--- src/rtl/config_chain_loader_if.sv ---
// Host word stream into the configuration chain loader.
// Handshake: a word transfers on a rising clk edge where word_valid and word_ready
// are both high; word_data must be stable while word_valid is high, and the loader
// only raises word_ready when it is waiting for the next word.
interface config_chain_loader_if #(
    parameter int WORD_W = 32
);
    logic              word_valid;
    logic [WORD_W-1:0] word_data;
    logic              word_ready;

    modport master (
        output word_valid,
        output word_data,
        input  word_ready
    );

    modport slave (
        input  word_valid,
        input  word_data,
        output word_ready
    );
endinterface

--- src/rtl/config_chain_loader.sv ---
// Serialises host configuration words onto a tile scan chain (LSB first), strobes
// cset to latch the new configuration, and reports the parity of the displaced bits.
module config_chain_loader #(
    parameter int CHAIN_LEN = 4368,
    parameter int WORD_W    = 32,
    parameter int CSET_CYC  = 1
) (
    input  logic                  clk,
    input  logic                  rst,
    input  logic                  start,
    config_chain_loader_if.slave  host,
    output logic                  cen,
    output logic                  shift_in,
    input  logic                  shift_out,
    output logic                  cset,
    output logic                  busy,
    output logic                  done,
    output logic                  rb_parity,
    output logic [2:0]            dbg_state
);

    localparam logic [2:0] IDLE  = 3'd0;
    localparam logic [2:0] LOAD  = 3'd1;
    localparam logic [2:0] SHIFT = 3'd2;
    localparam logic [2:0] SET   = 3'd3;
    localparam logic [2:0] DONE  = 3'd4;

    localparam int CNT_W = $clog2(CHAIN_LEN + 1);
    localparam int WB_W  = (WORD_W > 1) ? $clog2(WORD_W) : 1;
    localparam int SC_W  = (CSET_CYC > 1) ? $clog2(CSET_CYC) : 1;

    localparam logic [CNT_W-1:0] LAST_BIT  = CNT_W'(CHAIN_LEN - 1);
    localparam logic [WB_W-1:0]  WORD_LAST = WB_W'(WORD_W - 1);
    localparam logic [SC_W-1:0]  SET_LAST  = SC_W'(CSET_CYC - 1);

    logic [2:0]        state;
    logic [2:0]        state_d;
    logic [WORD_W-1:0] word_buf;
    logic [CNT_W-1:0]  bit_cnt;
    logic [WB_W-1:0]   word_bit;
    logic [SC_W-1:0]   set_cnt;

    // Next-state selection; the chain-length test wins over the word-boundary test
    // so the unused high bits of the final word are simply dropped.
    always_comb begin
        state_d = state;
        case (state)
            IDLE:    if (start) state_d = LOAD;
            LOAD:    if (host.word_valid) state_d = SHIFT;
            SHIFT: begin
                if (bit_cnt == LAST_BIT) begin
                    state_d = SET;
                end else if (word_bit == WORD_LAST) begin
                    state_d = LOAD;
                end
            end
            SET:     if (set_cnt == SET_LAST) state_d = DONE;
            DONE:    state_d = IDLE;
            default: state_d = IDLE;
        endcase
    end

    // State register; an asynchronous reset aborts any load before cset is raised.
    always_ff @(posedge clk or negedge rst) begin
        if (!rst) begin
            state <= IDLE;
        end else begin
            state <= state_d;
        end
    end

    // Datapath: word buffer, bit counters, cset hold counter and readback parity.
    always_ff @(posedge clk or negedge rst) begin
        if (!rst) begin
            word_buf  <= '0;
            bit_cnt   <= '0;
            word_bit  <= '0;
            set_cnt   <= '0;
            rb_parity <= 1'b0;
        end else begin
            case (state)
                IDLE: begin
                    if (start) begin
                        bit_cnt   <= '0;
                        rb_parity <= 1'b0;
                    end
                end
                LOAD: begin
                    if (host.word_valid) begin
                        word_buf <= host.word_data;
                        word_bit <= '0;
                    end
                end
                SHIFT: begin
                    word_buf  <= word_buf >> 1;
                    bit_cnt   <= bit_cnt + 1'b1;
                    word_bit  <= word_bit + 1'b1;
                    rb_parity <= rb_parity ^ shift_out;
                    if (bit_cnt == LAST_BIT) begin
                        set_cnt <= '0;
                    end
                end
                SET: begin
                    if (set_cnt != SET_LAST) begin
                        set_cnt <= set_cnt + 1'b1;
                    end
                end
                default: begin
                end
            endcase
        end
    end

    // Outputs decode directly from state so reset clears them immediately.
    assign host.word_ready = (state == LOAD);
    assign cen             = (state == SHIFT);
    assign shift_in        = cen & word_buf[0];
    assign cset            = (state == SET);
    assign busy            = (state != IDLE);
    assign done            = (state == DONE);
    assign dbg_state       = state;

endmodule
--- src/flat_wrapper.sv ---
// flat-port wrapper written by rule: the top's interface ports become plain ports
module config_chain_loader_flat 
#(
    parameter int CHAIN_LEN = 4368,
    parameter int WORD_W    = 32,
    parameter int CSET_CYC  = 1
)
  (clk, rst, start, cen, shift_in, shift_out, cset, busy, done, rb_parity, dbg_state, host_word_valid, host_word_data, host_word_ready);
  config_chain_loader_if #(.WORD_W(WORD_W)) host_i ();
  input  logic clk;
  input  logic rst;
  input  logic start;
  output logic cen;
  output logic shift_in;
  input  logic shift_out;
  output logic cset;
  output logic busy;
  output logic done;
  output logic rb_parity;
  output logic [2:0] dbg_state;
  input wire logic [$bits(host_i.word_valid)-1:0] host_word_valid;
  input wire logic [$bits(host_i.word_data)-1:0] host_word_data;
  output wire logic [$bits(host_i.word_ready)-1:0] host_word_ready;
  assign host_i.word_valid = host_word_valid;
  assign host_i.word_data = host_word_data;
  assign host_word_ready = host_i.word_ready;
  config_chain_loader #(.CHAIN_LEN(CHAIN_LEN), .WORD_W(WORD_W), .CSET_CYC(CSET_CYC)) u_core (.clk(clk), .rst(rst), .start(start), .host(host_i), .cen(cen), .shift_in(shift_in), .shift_out(shift_out), .cset(cset), .busy(busy), .done(done), .rb_parity(rb_parity), .dbg_state(dbg_state));
endmodule
--- config.mk ---
export PLATFORM = sky130hd
export DESIGN_NAME = config_chain_loader_flat
export DESIGN_NICKNAME = d
export VERILOG_FILES = /design/src/rtl/config_chain_loader_if.sv /design/src/rtl/config_chain_loader.sv /design/src/flat_wrapper.sv
export SDC_FILE = /design/constraint.sdc
export NUM_CORES = 1
export LEC_CHECK = 0
export BUFFER_PORTS_ARGS = -buffer_cell sky130_fd_sc_hd__buf_2
export CAP_MARGIN = 20
export CORE_MARGIN = 2
export CORE_UTILIZATION = 55
export DETAILED_ROUTE_END_ITERATION = 8
export PLACE_DENSITY = 0.87
export SLEW_MARGIN = 25
export SYNTH_ARGS = -nofsm -noshare
export SYNTH_HDL_FRONTEND = slang
export SYNTH_SLANG_ARGS = --single-unit
export TNS_END_PERCENT = 1
--- constraint.sdc ---
create_clock -name clk -period 2.4 [get_ports clk]
set_clock_uncertainty 0.05 [all_clocks]
set_input_delay 0.72 -clock clk [delete_from_list [all_inputs] [get_ports clk]]
set_output_delay 0.72 -clock clk [all_outputs]
set_load 0.03 [all_outputs]
==> metrics <==
status=complete, no violations; RR Endpoint=u_core.bit_cnt[10]; Final Critical Period=2261 ps; vias after detailed routing=2174; pin count of the biggest net entering global routing=70; fillers=374; Post-synth ARST share=100.0%; reg2reg setup slack=410 ps; clock power share=14.7%; list of most frequent post-synthesis cells=55 x nand2_1, 54 x dfrtp_1, 47 x nor2_1, 25 x a31oi_1; Syn Area/Cell=9.241 um2; CTS Buf Count=5; CORE AREA=0.004444 mm2; Max Clock Freq=442.3 MHz; Int Power=0.001986 W; Seq pwr share=43.2%; Final Net Count=365; CTS sink cnt=54; # hold bufs at CTS=0; Final Hold Vio Count=0; clock latency on the worst-skew pair=310 ps; Cell Pwr Density=1115 mW/mm2; Leak=1.411 nW; initial antenna violation count=0; VDD IR-drop max=655.4 uV; Cell Rows=24; global-route wire length before repair=8.935 mm; library cells used by synthesis=42; largest area contributor in the netlist=dfrtp_1; Worst-path clk slew=90 ps; routed wire length per instance=13.39 um; ys flop type=dfrtp_1; diode count=0; placed wire-length estimate=3.453 mm; top-area cell type share of the netlist area=52.22%; Slew Limit Fails=0; syn nets=320; worst rel slew slack=56.64%; synth warn=0; Yosys reg bits=54; WP data arrival=1490 ps; most common cell in the netlist=nand2_1; DR vias/cell=5.767; io pins=47; Post-synth EDFFs=0; fin util=66.92%; cells on worst reg2reg path=5; Routability Congestion=0.8666; layout cells sized above 1=24.00%; RSZ-0062 raised after global routing=no; Hold Crit Class=in2async; CTS max path bufs=2; Slew @ Worst Pin=650.3 ps; die height=72.59 um; Routed WL=5.049 mm; vias in the first global route=1976; pre-CTS WS=217.6 ps; Worst Path Max Fanout=5; sequential area share after synthesis=52.22%; final setup fails=0; Sw Ratio=40.11%; Area Overhead vs Synth=14.94%; Final Cycle Share=94.21%; Die Width=72.59 um; DRC=0; Routed Antenna Nets=0; Critical Path RT=1630 ps; Overflow after GRT=0; final setup margin=139.0 ps; port bufs=46; Syn Inst Count=280; Placed Cells incl. Taps=367; Crit. End Element=primary output; max-cap violation count=0; Total Routing Usage GR=21.50%; CTS tree=built; R2R Path Start=u_core.dbg_state[1]; H-tree Lvls=2; critical path class=reg2out; switching pwr=0.001330 W; die area=0.005269 mm2; synth top area cells=dfrtp_1 52%, nand2_1 8.0%, nor2_1 6.8%; Final Non-Filler Cells=377; Iter 0 DRT Violations=115; Syn Std Cell Area=0.002587 mm2; CP startpoint kind=flip-flop; TNS Setup=0 ps; Gate power share=42.0%; Initial Utilization=58.22%; clock root buffer=clkbuf_8; drt pass-1 iters=4
==> cell type report <==
class	count	area (um2)	area share, %
clock buffers	5	68.82	2.314
clock inverters	2	15.01	0.5048
inverters	3	13.76	0.4628
multi-input cells	204	1131	38.03
flip-flops and latches	54	1353	45.48
well taps	52	65.06	2.188
repair buffers	57	327.8	11.02
==> stage by stage <==
stage	area, um2	hold slack [ps]	power [W]
final	2974	284.5	0.003315
after floorplan	2591	374.4	0.002497
after global routing	2974	307.0	0.003589
after detailed placement	2861	429.3	0.002805
after global placement	2861	412.1	0.002750
after CTS	2955	295.3	0.003311
==> cells by family (layout without fill, tap and decap cells) <==
kind of cell             after synthesis  after routing  synth area share (%)
buffers and inverters                 22             67                 4.835
adder cells (fa/ha/maj)                3              3                 1.451
multiplexers                           1              1                0.3869
AND/OR/NAND/NOR                      133            133                 23.16
AO/OA/AOI/OAI                         67             67                 17.94
flip-flops                            54             54                 52.22
==> critical path: stages, from the launching register on <==
cell and delay [ps]:
dfrtp_2 420, or3b_4 420, inv_4 90, and2_4 130
buf_4 140
==> registers in the layout (all words and copies together), names as in the netlist <==
| name | flops |
|---|---|
| u_core.dbg_state | 3 |
| u_core.rb_parity | 1 |
| u_core.bit_cnt | 13 |
| u_core.word_buf | 32 |
| u_core.word_bit | 5 |
==> how the worst max path moves through the flow <==
| stage | start | end | cells past startpoint |
|---|---|---|---|
| finish | u_core.dbg_state[0] | shift_in | 4 |
| global route | u_core.dbg_state[0] | shift_in | 4 |
| CTS | u_core.dbg_state[0] | shift_in | 4 |
| detailed placement | u_core.dbg_state[0] | shift_in | 4 |
| global placement | u_core.dbg_state[0] | shift_in | 4 |
| floorplan | u_core.dbg_state[2] | shift_in | 6 |
==> power by group through the flow <==
stage	registers [W]	clock network (W)	logic [W]
after global routing	0.00147	0.000536	0.00158
after global placement	0.00145	0	0.00130
after floorplan	0.00146	0	0.00104
after detailed placement	0.00146	0	0.00134
final	0.00143	0.000488	0.00139
after CTS	0.00143	0.000499	0.00138
==> routing by layer <==
layer  global-route usage, %  part of all wire (%)  vias up
met3                   3.729                   3.8        7
li1                        -                     -     1083
met2                   32.83                    47       41
met4                   7.613                   1.5        0
met5                       0                     0        -
met1                   31.26                    48     1043
==> repair_timing <==
action                                  4_1_cts  5_1_grt
gates resized for setup                       1        2
endpoints found under the setup margin        2        1
setup buffers                                 1        2
==> cells in the final DEF (no fill, tap or decap), drive strengths merged <==
| cell type | count |
|---|---|
| o311ai | 2 |
| mux2i | 1 |
| nand2 | 57 |
| clkbuf | 5 |
| a22o | 4 |
| o31ai | 5 |
| nor4b | 1 |
| dfrtp | 54 |
| nor2 | 47 |
| or3b | 1 |
| or3 | 1 |
| nor3 | 1 |
| buf | 57 |
| nor4bb | 1 |
| inv | 3 |
| and2 | 3 |
| and3 | 3 |
| o22ai | 9 |
| a41oi | 1 |
| nor4 | 2 |
| ha | 3 |
| nand4bb | 1 |
| nand4 | 5 |
| nor3b | 1 |
| a21oi | 1 |
| nand3 | 8 |
| o21ai | 14 |
| clkinvlp | 2 |
| nand3b | 1 |
| o41ai | 2 |
| a211oi | 1 |
| o211ai | 3 |
| a31oi | 25 |
Note: power is estimated with default switching activity, not from simulation.
